### src/rtl/chip8_ram_arbiter_pkg.sv
// Shared encodings for the CHIP-8 RAM read-port arbiter.
package chip8_ram_arbiter_pkg;

  localparam int unsigned DEF_AW = 12;
  localparam int unsigned DEF_DW = 8;

  typedef enum logic [1:0] {
    ST_RR       = 2'd0,
    ST_LOCKED   = 2'd1,
    ST_COOLDOWN = 2'd2
  } arb_state_t;

  typedef enum logic [1:0] {
    OWN_NONE = 2'd0,
    OWN_VGA  = 2'd1,
    OWN_CPU  = 2'd2,
    OWN_REN  = 2'd3
  } owner_t;

  typedef enum logic {
    PTR_CPU = 1'b0,
    PTR_REN = 1'b1
  } rr_ptr_t;

  typedef struct packed {
    logic vga;
    logic cpu;
    logic ren;
  } gnt_t;

endpackage

### src/rtl/chip8_prio_rr.sv
// Combinational one-hot grant encoder: vga first, locked renderer next,
// otherwise round-robin between cpu and renderer.
module chip8_prio_rr
  import chip8_ram_arbiter_pkg::*;
(
  input  logic       i_vga_req,
  input  logic       i_cpu_req,
  input  logic       i_ren_req,
  input  arb_state_t i_state,
  input  rr_ptr_t    i_ptr,
  output gnt_t       o_gnt
);

  always_comb begin
    o_gnt = '0;
    if (i_vga_req) begin
      o_gnt.vga = 1'b1;
    end else if (i_state == ST_LOCKED) begin
      o_gnt.ren = i_ren_req;
    end else if (i_cpu_req && i_ren_req) begin
      if (i_ptr == PTR_CPU) o_gnt.cpu = 1'b1;
      else                  o_gnt.ren = 1'b1;
    end else begin
      o_gnt.cpu = i_cpu_req;
      o_gnt.ren = i_ren_req;
    end
  end

endmodule

### src/rtl/chip8_ram_arbiter.sv
// Three-port read arbiter for chip8_ram with renderer burst locking and
// fixed one-cycle read latency tracked by a registered owner field.
module chip8_ram_arbiter
  import chip8_ram_arbiter_pkg::*;
#(
  parameter int unsigned AW       = DEF_AW,
  parameter int unsigned DW       = DEF_DW,
  parameter int unsigned LOCK_MAX = 16
) (
  input  logic          clk,
  input  logic          reset,
  input  logic          vga_req,
  input  logic [AW-1:0] vga_addr,
  output logic          vga_gnt,
  output logic          vga_rvalid,
  input  logic          cpu_req,
  input  logic [AW-1:0] cpu_addr,
  output logic          cpu_gnt,
  output logic          cpu_rvalid,
  input  logic          ren_req,
  input  logic          ren_lock,
  input  logic [AW-1:0] ren_addr,
  output logic          ren_gnt,
  output logic          ren_rvalid,
  output logic [DW-1:0] rdata,
  output logic [AW-1:0] ram_raddr,
  input  logic [DW-1:0] ram_q
);

  localparam int unsigned  CW      = $clog2(LOCK_MAX + 1);
  localparam logic [CW-1:0] CNT_MAX = CW'(LOCK_MAX);

  arb_state_t    r_state, w_state_nxt;
  rr_ptr_t       r_ptr, w_ptr_nxt;
  logic [CW-1:0] r_lock_cnt, w_lock_cnt_nxt;
  owner_t        r_owner, w_owner_nxt;
  logic [AW-1:0] r_raddr, w_raddr_nxt;
  gnt_t          w_gnt_raw;
  gnt_t          w_gnt;

  chip8_prio_rr u_prio (
    .i_vga_req (vga_req),
    .i_cpu_req (cpu_req),
    .i_ren_req (ren_req),
    .i_state   (r_state),
    .i_ptr     (r_ptr),
    .o_gnt     (w_gnt_raw)
  );

  // Grants are suppressed while reset is high so no request is consumed.
  assign w_gnt = reset ? '0 : w_gnt_raw;

  always_ff @(posedge clk) begin
    if (reset) begin
      r_state    <= ST_RR;
      r_ptr      <= PTR_CPU;
      r_lock_cnt <= '0;
      r_owner    <= OWN_NONE;
      r_raddr    <= '0;
    end else begin
      r_state    <= w_state_nxt;
      r_ptr      <= w_ptr_nxt;
      r_lock_cnt <= w_lock_cnt_nxt;
      r_owner    <= w_owner_nxt;
      r_raddr    <= w_raddr_nxt;
    end
  end

  always_comb begin
    w_state_nxt    = r_state;
    w_ptr_nxt      = r_ptr;
    w_lock_cnt_nxt = r_lock_cnt;
    w_owner_nxt    = OWN_NONE;
    w_raddr_nxt    = r_raddr;

    if (w_gnt.vga) begin
      w_owner_nxt = OWN_VGA;
      w_raddr_nxt = vga_addr;
    end else if (w_gnt.cpu) begin
      w_owner_nxt = OWN_CPU;
      w_raddr_nxt = cpu_addr;
      w_ptr_nxt   = PTR_REN;
    end else if (w_gnt.ren) begin
      w_owner_nxt = OWN_REN;
      w_raddr_nxt = ren_addr;
      w_ptr_nxt   = PTR_CPU;
    end

    case (r_state)
      ST_RR: begin
        if (w_gnt.ren && ren_lock) begin
          if (LOCK_MAX <= 1) begin
            w_state_nxt    = ST_COOLDOWN;
            w_lock_cnt_nxt = '0;
          end else begin
            w_state_nxt    = ST_LOCKED;
            w_lock_cnt_nxt = CW'(1);
          end
        end
      end
      ST_LOCKED: begin
        // A dropped lock wins over a simultaneous terminal-count grant.
        if (!ren_lock) begin
          w_state_nxt    = ST_RR;
          w_ptr_nxt      = PTR_CPU;
          w_lock_cnt_nxt = '0;
        end else if (w_gnt.ren) begin
          if (r_lock_cnt >= CNT_MAX - CW'(1)) begin
            w_state_nxt    = ST_COOLDOWN;
            w_ptr_nxt      = PTR_CPU;
            w_lock_cnt_nxt = '0;
          end else begin
            w_lock_cnt_nxt = (r_lock_cnt == CNT_MAX) ? CNT_MAX : r_lock_cnt + CW'(1);
          end
        end
      end
      ST_COOLDOWN: begin
        if (!ren_lock) w_state_nxt = ST_RR;
      end
      default: begin
        w_state_nxt    = ST_RR;
        w_lock_cnt_nxt = '0;
      end
    endcase
  end

  always_comb begin
    vga_gnt    = w_gnt.vga;
    cpu_gnt    = w_gnt.cpu;
    ren_gnt    = w_gnt.ren;
    vga_rvalid = !reset && (r_owner == OWN_VGA);
    cpu_rvalid = !reset && (r_owner == OWN_CPU);
    ren_rvalid = !reset && (r_owner == OWN_REN);
    rdata      = ram_q;
    ram_raddr  = reset ? '0 : w_raddr_nxt;
  end

endmodule

### config.mk
export PLATFORM = sky130hd
export DESIGN_NAME = chip8_ram_arbiter
export DESIGN_NICKNAME = d
export VERILOG_FILES = /design/src/rtl/chip8_ram_arbiter_pkg.sv /design/src/rtl/chip8_prio_rr.sv /design/src/rtl/chip8_ram_arbiter.sv
export SDC_FILE = /design/constraint.sdc
export NUM_CORES = 1
export LEC_CHECK = 0
export CORE_ASPECT_RATIO = 0.9
export CORE_UTILIZATION = 41
export DETAILED_ROUTE_END_ITERATION = 8
export GPL_TIMING_DRIVEN = 0
export MAX_ROUTING_LAYER = met4
export PLACE_DENSITY = 0.95
export REMOVE_ABC_BUFFERS = 1
export SYNTH_ARGS = -nofsm -noshare
export SYNTH_HDL_FRONTEND = slang
export SYNTH_SLANG_ARGS = --single-unit
export TNS_END_PERCENT = 30
### constraint.sdc
create_clock -name clk -period 2.8 [get_ports clk]
set_input_delay 0.56 -clock clk [delete_from_list [all_inputs] [get_ports clk]]
set_output_delay 0.56 -clock clk [all_outputs]
set_load 0.02 [all_outputs]
==> results.md, run 1 <==
- Switching Fraction: between 20% and 30%
- Port bufs: a little under 60
- Synth Warn #: 0
- Vias in the first global route: approximately 1500
- Combinational Power Share: just over 30%
- Sequential group share of total power: a little under half
- R2R setup slack: 0.80 ns
- Critical path class: input port to output port
- Row count: 19
- Top FF cell, synth: dfxtp_1
- Hold Path Origin: r_raddr[1]$_DFF_P_
- Clock skew: around 0.0056 ns
- HPWL Detailed: ~2600 µm
- Drt via density: around 5.8
- WL final: 4000 µm
- Vias: approximately 1500
- CP Data Arrival Time: about 2.1 ns
- Switching power: ~0.00022 W
- Worst path bufs/invs: 2
- Rel. slew slack: between 60% and 70%
- Pwr Density: about 380 nW/µm²
- Setup TNS: 0 ns
- Worst reg-to-reg path cell count: 7
- WL/cell: about 15 µm
- Int Power: 0.000529 W
- Peak Freq: about 370 MHz
- Leakage power: slightly below 0.8 nW
- Antenna Nets Post-Route: 0
- Min-Delay Endpoint: r_raddr[1]$_DFF_P_
- Hold Path Depth: 2
- Sequential-to-total area share from yosys stat: between 30% and 40%
- Root Buffer: clkbuf_4
- Number of synthesized flops with an enable pin: 0
- Final Hold Viols: 0
- Least-Margin Pin Slew: around 0.45 ns
- CP peak stage delay: approximately 0.46 ns
- H-tree levels: 1
- Total die area: around 3500 µm²
- CTS tree: built
- Post-Synthesis Cells: ~170
- R2r endpoint: r_lock_cnt[0]$_SDFFE_PP0P_
- Synth-to-layout area growth: 49.0%
- DR pass1 iterations: 7
- Worst-path fanout max: 21
- DRC violations left: 0
- Initial Utilization: 43.5%
- Top-area cell type share of the netlist area: 33.0%
- RePlAce Congestion: ~0.83
- Setup crit start: reset
- Largest cells by area after synthesis: dfxtp_1 33%, o21ai_0 6.0%, a21oi_1 5.6%, a31oi_1 4.7%, o221ai_1 4.6%
- Required time of the worst setup path: ~2.2 ns
- Share of cells above drive strength 1: between 10% and 20%
- Slew Viols, Final: 0
- Mean area per synthesized cell: 7.99 µm²
- First-pass GRT wire length: roughly 6600 µm
- Clock Tree Buf Depth: 2
- Hold/Removal Path Class: register to register
- Final Non-Filler Cells: 261
- Initial DRC count: 85
- I/O pin count: 76
- Die Y: about 56 µm
- Netlist cell types: 37
- Reg2reg start: r_lock_cnt[0]$_SDFFE_PP0P_
- Crit-path cells: buf_2 > or3b_4 > a31oi_4 > nand2_1 > o221ai_1 > dlygate4sd2_1
- Clk Latency, worst-skew pair: just over 0.3 ns
- Setup-failing EPs final: 0
- Fin crit period: about 2.7 ns
- Core Region: ~3000 µm²
- Crit-path slowest cell: or3b_4
- DIE WIDTH: 62.2 µm
- Fillers: around 250
- CTS Buf Count: 3
- Flops & latches, synth: 22
- Setup crit end kind: output port
- Leading area contributor after synthesis: dfxtp_1
- Remaining Overflow, GRT: 0
- RSZ-0062 raised after global routing: false
- NumNets Final: between 200 and 300
- CP startpoint kind: input port
- TritonCTS Sinks: 22
- Power share of the clock group: a little under a quarter
- Largest net degree at the start of global routing: 22
- Gr usage total: approximately a quarter
- Antenna diodes: 0
- Clock transition at the registers of the reported paths: between 0.1 and 0.15 ns
- Ys async rst share: 0%
- Status: finished, final reports clean
- Placed Instances: 251
- Synthesized area: around 1300 µm²
- Max Cap Viol: 0
- Peak supply drop: ~0.28 mV
- Critical path's top delay family: buffers and inverters
- Initial antenna violation count: 0
- Final period util: 95.7%
==> flip-flops by register name (all words and copies together), names as in the netlist <==
| signal | count |
|---|---|
| r_raddr | 12 |
| r_ptr | 1 |
| r_state | 2 |
| r_owner | 2 |
| r_lock_cnt | 5 |
==> cell usage after synthesis (2+ instances only) <==
| cell | count |
|---|---|
| a21oi_1 | 15 |
| nor2_1 | 6 |
| o21ai_0 | 16 |
| clkbuf_1 | 5 |
| a31oi_1 | 10 |
| o221ai_1 | 7 |
| o211ai_1 | 7 |
| buf_4 | 8 |
| nand2_1 | 11 |
| ha_1 | 3 |
| inv_1 | 9 |
| buf_2 | 3 |
| and2_1 | 8 |
| a221oi_1 | 4 |
| nor3_1 | 4 |
| nand2b_1 | 3 |
| and3_1 | 4 |
| dfxtp_1 | 22 |
| nor3b_1 | 2 |
| nand4_1 | 3 |
==> layout make-up <==
type / instances / area (µm²) / area share [%]
timing repair buffer: 64 / 619 / 31.1
tap: 42 / 52.6 / 2.64
inverter: 9 / 41.3 / 2.08
sequential: 22 / 440 / 22.1
multi-input combinational: 119 / 792 / 39.8
timing repair inverter: 1 / 7.51 / 0.377
clock buffer: 4 / 36.3 / 1.82
==> cells in the final DEF (no fill, tap or decap), types with 2 or more instances in the layout <==
cell / n
o221ai_1: 7
nor2_1: 5
dlygate4sd2_1: 7
dfxtp_1: 22
dlymetal6s2s_1: 5
a221oi_1: 4
nand4_1: 3
inv_1: 7
nor3b_1: 2
nand2b_1: 2
o211ai_1: 7
clkdlybuf4s15_1: 3
nor3_1: 4
clkinvlp_4: 3
and2_1: 8
clkbuf_4: 3
o21ai_0: 16
a21oi_1: 14
clkdlybuf4s50_1: 41
and3_1: 3
buf_4: 6
nand2_1: 11
ha_1: 3
a31oi_1: 9
buf_2: 2
==> worst max path at each step <==
stage	endpoint	slack [ns]	depth (start not counted)
floorplan	ram_raddr[0]	0.53	4
global placement	ram_raddr[0]	-1.25	6
detailed placement	ram_raddr[7]	-1.24	6
CTS	ram_raddr[6]	-0.22	6
global route	ram_raddr[5]	0.04	6
finish	ram_raddr[0]	0.12	6
==> per-stage QoR <==
| step | utilization, % | hold slack (ns) | instance area (µm²) | setup slack [ns] | total power, W |
|---|---|---|---|---|---|
| 4_1_cts | 64.0 | 0.493 | 1960 | -0.216 | 0.000752 |
| 5_1_grt | 64.9 | 0.512 | 1990 | 0.0378 | 0.000785 |
| 6_report | 64.9 | 0.488 | 1990 | 0.120 | 0.000752 |
| 2_1_floorplan | - | 0.469 | 1240 | 0.533 | 0.000452 |
| 3_5_place_dp | 61.3 | 0.480 | 1880 | -1.24 | 0.000578 |
| 3_3_place_gp | 61.3 | 0.472 | 1880 | -1.25 | 0.000575 |
==> cells by family (layout without fill, tap and decap cells) <==
family | Yosys count | count (layout) | synth area share, %
fa+ha+maj | 3 | 3 | 2.81
flops | 22 | 22 | 33.0
compound gates | 65 | 65 | 32.1
simple gates | 51 | 51 | 22.2
buf+inv | 26 | 78 | 9.84
==> per-layer routing <==
layer	global-route usage (%)	vias up	wire, µm
met5	-	-	0
met4	5.65	0	40
met1	29.7	701	1800
li1	-	723	-
met2	40.2	71	1890
met3	5.94	6	274
==> power groups by stage <==
stage | Combinational [W] | Sequential (W) | Clock (W)
6_report | 0.000233 | 0.000344 | 0.000176
3_3_place_gp | 0.000226 | 0.000349 | 0
5_1_grt | 0.000250 | 0.000346 | 0.000190
4_1_cts | 0.000229 | 0.000343 | 0.000179
3_5_place_dp | 0.000228 | 0.000350 | 0
2_1_floorplan | 0.000104 | 0.000348 | 0
==> worst register-to-register path, delay by kind of cell (launching register included) <==
| kind | cells | cell delay [ns] |
|---|---|---|
| and+or+nand+nor | 3 | 0.88 |
| AOI/OAI and AO/OA | 2 | 0.27 |
| DFF | 1 | 0.36 |
| adders and majority gates | 2 | 0.44 |
==> what timing repair did <==
action / 4_1_cts / 5_1_grt
setup buffers: 3 / 2
endpoints found under the setup margin: 18 / 15
gates resized for setup: 31 / 13
hold buffers: 0 / 0
pin swaps: 1 / 0
gates cloned: 1 / 0
Note: power is estimated with default switching activity, not from simulation.
==> run 2, diff against run 1 <==
--- a/config.mk
+++ b/config.mk
@@ -5,7 +5,7 @@
 export SDC_FILE = /design/constraint.sdc
 export NUM_CORES = 1
 export LEC_CHECK = 0
-export CORE_ASPECT_RATIO = 0.9
+export CORE_ASPECT_RATIO = 1.4
 export CORE_UTILIZATION = 41
 export DETAILED_ROUTE_END_ITERATION = 8
 export GPL_TIMING_DRIVEN = 0
==> run 2 against run 1 <==
Against the previous run: clock skew fell by 0.0021 ns; via count rose by 6.5%; sequential cell count did not move; sequential share of layout area fell by 0.38 points; core utilization barely moved; global-route usage rose by 4.5 points; routed wire length rose by 14%; highest routed layer unchanged.
==> results.md, run 2 (synthesis results as in run 1) <==
- Largest net degree at the start of global routing: 22 (unchanged)
- Vias: 1598 (was 1501)
- Share of cells above drive strength 1: 12.0% (was 12.3%)
- Multi-input gate area: 827 µm² (was 792 µm²)
- Placed Instances: 248 (was 251)
- Most frequent cells in the layout: 42 x clkdlybuf4s50_1, 22 x dfxtp_1, 16 x o21ai_0, 14 x a21oi_1, 11 x nand2_1 (was 41 x clkdlybuf4s50_1, 22 x dfxtp_1, 16 x o21ai_0, 14 x a21oi_1, 11 x nand2_1)
- Switching Fraction: 29.3% (was 29.6%)
- Switching power: 0.000239 W (was 0.000223 W)
- Top reg by flops: r_raddr (unchanged)
- Setup ws final: 0.0811 ns (was 0.120 ns)
- Int Power: 0.000577 W (was 0.000529 W)
- Slew Viols, Final: 0 (unchanged)
- Clock skew: 0.00356 ns (was 0.00562 ns)
- Initial antenna violation count: 0 (unchanged)
- Setup-failing EPs final: 0 (unchanged)
- Least-Margin Pin Slew: 0.412 ns (was 0.449 ns)
- Drt via density: 6.24 (was 5.75)
- Gr usage total: 28.7% (was 24.2%)
- Setup TNS: 0 ns (unchanged)
- Final Hold Viols: 0 (unchanged)
- WL/cell: 17.8 µm (was 15.3 µm)
- Initial Utilization: 42.7% (was 43.5%)
- RSZ-0062 raised after global routing: true (was false)
- RePlAce Congestion: 0.809 (was 0.825)
- TritonCTS Sinks: 22 (unchanged)
- Commonest non-fill, non-tap cell in the layout: clkdlybuf4s50_1 (unchanged)
- Hold Slack: 0.487 ns (was 0.488 ns)
- Root Buffer: clkbuf_8 (was clkbuf_4)
- Row count: 24 (was 19)
- Largest register FFs: 12 (unchanged)
- Power share of the clock group: 27.9% (was 23.4%)
- H-tree levels: 1 (unchanged)
- Peak Freq: 368 MHz (was 373 MHz)
- Total die area: 3490 µm² (about the same)
- Worst-path fanout max: 6 (was 21)
- Placed Area: 1880 µm² (about the same)
- HPWL Detailed: 2930 µm (was 2610 µm)
- DRC violations left: 0 (unchanged)
- Biggest regs: r_raddr: 12 flops, r_lock_cnt: 5 flops (unchanged)
- CTS tree: built (unchanged)
- Final Non-Filler Cells: 256 (was 261)
- Pwr Density: 403 nW/µm² (was 378 nW/µm²)
- Clock Tree Buf Depth: 2 (unchanged)
- Final period util: 97.1% (was 95.7%)
- I/O pin count: 76 (unchanged)
- Die Y: 69.5 µm (was 56.1 µm)
- Antenna Nets Post-Route: 0 (unchanged)
- Peak supply drop: 0.398 mV (was 0.275 mV)
- Hold/Removal Path Class: register to register (unchanged)
- Clk Latency, worst-skew pair: 0.26 ns (was 0.31 ns)
- Remaining Overflow, GRT: 0 (unchanged)
- WL final: 4550 µm (was 4000 µm)
- Place WS: -1.30 ns (was -1.24 ns)
- Initial DRC count: 56 (was 85)
- DIE WIDTH: 50.2 µm (was 62.2 µm)
- Setup crit end kind: output port (unchanged)
- Port bufs: 59 (unchanged)
- Fillers: 221 (was 253)
- NumNets Final: 271 (was 273)
- Required time of the worst setup path: 2.24 ns (about the same)
- Status: finished, final reports clean (unchanged)
- CTS Buf Count: 3 (unchanged)
- Sequential group share of total power: 42.2% (was 45.7%)
- CP startpoint kind: input port (unchanged)
- Core Region: 3120 µm² (was 3070 µm²)
- Antenna diodes: 0 (unchanged)
- Combinational Power Share: 29.9% (was 30.9%)
- First-pass GRT wire length: 7560 µm (was 6640 µm)
- Critical path class: input port to output port (unchanged)
- Leakage power: 0.757 nW (was 0.785 nW)
- Synth-to-layout area growth: 51.6% (was 49.0%)
- CP Data Arrival Time: 2.16 ns (was 2.12 ns)
- Rel. slew slack: 72.2% (was 69.7%)
- DR pass1 iterations: 4 (was 7)
- Fin crit period: 2.72 ns (was 2.68 ns)
- Final instance area: 2020 µm² (was 1990 µm²)
- Sequential Area: 440 µm² (unchanged)
- Max Cap Viol: 0 (unchanged)
- Clock transition at the registers of the reported paths: 0.08 ns (was 0.12 ns)
- Vias in the first global route: 1670 (was 1477)
==> run 2: path summary, 6_finish.rpt <==
check / start / endpoint / slack [ns] / depth (start not counted)
worst min register to register: r_raddr[3]$_DFF_P_ / r_raddr[3]$_DFF_P_ / 0.49 / 2
worst max register to register: r_lock_cnt[0]$_SDFFE_PP0P_ / r_lock_cnt[0]$_SDFFE_PP0P_ / 0.82 / 7
worst min-delay path: r_raddr[3]$_DFF_P_ / r_raddr[3]$_DFF_P_ / 0.49 / 2
worst max-delay path: ren_req / ram_raddr[4] / 0.08 / 6
==> run 2: through the flow <==
| stage | util, % | total power, W |
|---|---|---|
| floorplan | - | 0.000452 |
| global placement | 60.1 | 0.000574 |
| detailed placement | 60.1 | 0.000581 |
| CTS | 64.3 | 0.000809 |
| global route | 64.8 | 0.000850 |
| finish | 64.8 | 0.000816 |
==> run 2: power by group through the flow <==
stage | Clock [W] | Sequential, W | Combinational, W
4_1_cts | 0.000228 | 0.000344 | 0.000237
3_5_place_dp | 0 | 0.000351 | 0.000230
6_report | 0.000228 | 0.000344 | 0.000244
2_1_floorplan | 0 | 0.000348 | 0.000104
3_3_place_gp | 0 | 0.000349 | 0.000225
5_1_grt | 0.000243 | 0.000346 | 0.000261
==> run 2: layer usage <==
layer | vias to the layer above | share of wire (%) | track usage [%]
met5 | - | 0 | -
met4 | 0 | 5.1 | 16.8
met3 | 30 | 7.5 | 5.48
met2 | 120 | 52 | 47.7
met1 | 723 | 36 | 30.7
li1 | 725 | - | -
==> run 2: cell type report <==
class	instances	area share (%)
well taps	39	2.41
repair inverters	1	0.371
clock buffers	4	2.72
flip-flops and latches	22	21.8
multi-input cells	120	40.9
inverters	9	2.04
repair buffers	61	29.9
==> run 2: timing repair <==
item,CTS,global route
cloned,2,0
hold endpoints to repair,0,0
hold buffers,0,0
buffers inserted,2,0
setup endpoints to repair,25,8
pin swaps,1,0
resized for setup,42,8
==> run 2: worst max-delay path: stages <==
cell,delay (ns)
dlygate4sd2_1,0.32
or3b_4,0.46
a31oi_4,0.27
nand2_1,0.08
o221ai_1,0.10
clkdlybuf4s15_1,0.36
==> run 3, diff against run 2 <==
--- a/config.mk
+++ b/config.mk
@@ -5,6 +5,7 @@
 export SDC_FILE = /design/constraint.sdc
 export NUM_CORES = 1
 export LEC_CHECK = 0
+export ABC_CLOCK_PERIOD_IN_PS = 3300
 export CORE_ASPECT_RATIO = 1.4
 export CORE_UTILIZATION = 41
 export DETAILED_ROUTE_END_ITERATION = 8
==> constraint.sdc (replaced) <==
create_clock -name clk -period 3.3 [get_ports clk]
set_input_delay 0.66 -clock clk [delete_from_list [all_inputs] [get_ports clk]]
set_output_delay 0.66 -clock clk [all_outputs]
set_load 0.02 [all_outputs]
==> run 3 against run 2 <==
Against the previous run: core utilization fell by 1.3 points; sequential cell count stayed put; clock skew fell by 0.0019 ns; via count is 4.3% lower; total power fell by 16%; critical path depth is the same; clock-buffer cell count stayed put; routed wire length decreased by 4.9%; sequential power down 15%; combinational power decreased by 18%; register-to-register slack better by 0.50 ns; highest routed layer unchanged.
==> results.md, run 3 (synthesis results as in run 1) <==
- Antenna Nets Post-Route: 0 (unchanged)
- DRC violations left: 0 (unchanged)
- NumNets Final: 269 (was 271)
- Root Buffer: clkbuf_8 (unchanged)
- Rel. slew slack: 66.7% (was 72.2%)
- Required time of the worst setup path: 2.64 ns (was 2.24 ns)
- Global route hottest layer: met2 (unchanged)
- Initial Utilization: 42.7% (unchanged)
- Pwr Total: 0.000686 W (was 0.000816 W)
- RSZ-0062 raised after global routing: true (unchanged)
- Most frequent cells in the layout: 44 x clkdlybuf4s50_1, 22 x dfxtp_1, 16 x o21ai_0, 15 x a21oi_1, 11 x nand2_1 (was 42 x clkdlybuf4s50_1, 22 x dfxtp_1, 16 x o21ai_0, 14 x a21oi_1, 11 x nand2_1)
- Min-Delay Endpoint: r_raddr[3]$_DFF_P_ (unchanged)
- Initial antenna violation count: 0 (unchanged)
- GRT met2 Usage: 45.3% (was 47.7%)
- Antenna diodes: 0 (unchanged)
- TritonCTS Sinks: 22 (unchanged)
- Commonest non-fill, non-tap cell in the layout: clkdlybuf4s50_1 (unchanged)
- Setup crit end kind: output port (unchanged)
- Pwr Density: 346 nW/µm² (was 403 nW/µm²)
- Initial DRC count: 45 (was 56)
- Clock skew: 0.00164 ns (was 0.00356 ns)
- Hold/Removal Path Class: register to register (unchanged)
- Setup ws final: 0.0463 ns (was 0.0811 ns)
- Row count: 24 (unchanged)
- Final period util: 98.6%
- Placed Instances: 248 (unchanged)
- CP startpoint kind: input port (unchanged)
- Least-Margin Pin Slew: 0.499 ns (was 0.412 ns)
- Clock transition at the registers of the reported paths: 0.08 ns (about the same)
- R2R setup slack: 1.32 ns (was 0.82 ns)
- Total die area: 3490 µm² (unchanged)
- Synth-to-layout area growth: 48.5% (was 51.6%)
- First-pass GRT wire length: 7000 µm (was 7560 µm)
- Remaining Overflow, GRT: 0 (unchanged)
- Max Cap Viol: 0 (unchanged)
- Core Region: 3120 µm² (unchanged)
- Die Y: 69.5 µm (unchanged)
- CP Data Arrival Time: 2.59 ns (was 2.16 ns)
- Routing usage on met1: 28.5% (was 30.7%)
- Setup-failing EPs final: 0 (unchanged)
- HPWL Detailed: 2930 µm (unchanged)
- DIE WIDTH: 50.2 µm (unchanged)
- Port bufs: 59 (unchanged)
- Final Non-Filler Cells: 254 (was 256)
- WL final: 4320 µm (was 4550 µm)
- Vias: 1529 (was 1598)
- Worst reg-to-reg path cell count: 7 (unchanged)
- Slew Viols, Final: 0 (unchanged)
- Met3 global-route usage: 4.61% (was 5.48%)
- Largest net degree at the start of global routing: 22 (unchanged)
- H-tree levels: 1 (unchanged)
- Worst-path fanout max: 9 (was 6)
- Hold Slack: 0.489 ns (was 0.487 ns)
- Biggest regs: r_raddr: 12 flops, r_lock_cnt: 5 flops (unchanged)
- Clk Latency, worst-skew pair: 0.26 ns (about the same)
- Critical path class: input port to output port (unchanged)
- Fin crit period: around 3.3 ns
- DR pass1 iterations: 4 (unchanged)
- Drt via density: 6.02 (was 6.24)
- I/O pin count: 76 (unchanged)
- Leakage power: 0.764 nW (was 0.757 nW)
- Status: finished, final reports clean (unchanged)
- RePlAce Congestion: 0.809 (unchanged)
- Peak supply drop: 0.322 mV (was 0.398 mV)
- Share of cells above drive strength 1: 9.30% (was 12.0%)
- Clock Tree Buf Depth: 2 (unchanged)
- CTS Buf Count: 3 (unchanged)
- Hold Path Origin: r_raddr[3]$_DFF_P_ (unchanged)
- CTS tree: built (unchanged)
- Final Hold Viols: 0 (unchanged)
- Number of hold buffers added after cts: 0 (unchanged)
- Place WS: -0.999 ns (was -1.30 ns)
- Hold Path Depth: 2 (unchanged)
- Layout Utilization: 63.5% (was 64.8%)
- Largest register FFs: 12 (unchanged)
- WL/cell: 17.0 µm (was 17.8 µm)
- Gr usage total: 26.5% (was 28.7%)
- Top reg by flops: r_raddr (unchanged)
- R2r endpoint: r_lock_cnt[0]$_SDFFE_PP0P_ (unchanged)
- Vias in the first global route: 1587 (was 1670)
- Reg2reg start: r_lock_cnt[0]$_SDFFE_PP0P_ (unchanged)
- Peak Freq: 307 MHz
[run 3: cell types whose count changed in the layout (fill, tap and decap cells not counted), moves of 2 or more]
cell	change
clkdlybuf4s50_1	+2
dlygate4sd2_1	-4
clkdlybuf4s15_1	+2
dlymetal6s2s_1	+2
buf_4	-2
a31oi_4	-2
[run 3: worst max-delay path, stage by stage]
cell             delay [ns]
clkdlybuf4s50_1        0.57
or3b_4                 0.44
a31oi_4                0.30
nand2_1                0.12
o221ai_1               0.13
clkdlybuf4s15_1        0.37
[run 3: worst max-delay path by stage]
stage          startpoint            to  slack (ns)  cells after the start
5_1_grt           ren_req  ram_raddr[4]       -0.03                      6
2_1_floorplan     vga_req  ram_raddr[0]        0.83                      4
4_1_cts           ren_req  ram_raddr[6]       0.001                      6
3_3_place_gp      vga_req  ram_raddr[2]       -0.97                      6
3_5_place_dp      vga_req  ram_raddr[4]        -1.0                      6
6_report          ren_req  ram_raddr[4]        0.05                      6
[run 3: layer usage]
layer	vias up	wire, µm
met5	-	0
met4	0	169
met3	19	261
met2	84	2310
met1	708	1580
li1	718	-
[run 3: stage by stage]
| step | setup TNS, ns | cell area (µm²) |
|---|---|---|
| 6_report | 0 | 1980 |
| 4_1_cts | 0 | 1960 |
| 3_5_place_dp | -11.24 | 1880 |
| 5_1_grt | -0.0396 | 1980 |
| 3_3_place_gp | -10.67 | 1880 |
| 2_1_floorplan | 0 | 1240 |
[run 3: power breakdown]
group	internal [W]	switching, W
sequential	0.000284	0.00000798
combinational	0.0000975	0.000102
clock	0.000106	0.0000884
total	0.000488	0.000198
[run 3: repair_timing]
action / in CTS / in global routing
setup buffers: 1 / 0
hold endpoints to repair: 0 / 0
pin swaps: 0 / 0
resized for setup: 20 / 13
endpoints found under the setup margin: 15 / 12
gates cloned: 1 / 0
[run 3: area by class of cell]
cell class / count / area, µm²
multi-input combinational: 119 / 782
timing repair inverter: 1 / 5.00
timing repair buffer: 60 / 611
inverter: 9 / 41.3
fill: 235 / 1140
clock buffer: 4 / 55.1
sequential: 22 / 440
tap: 39 / 48.8
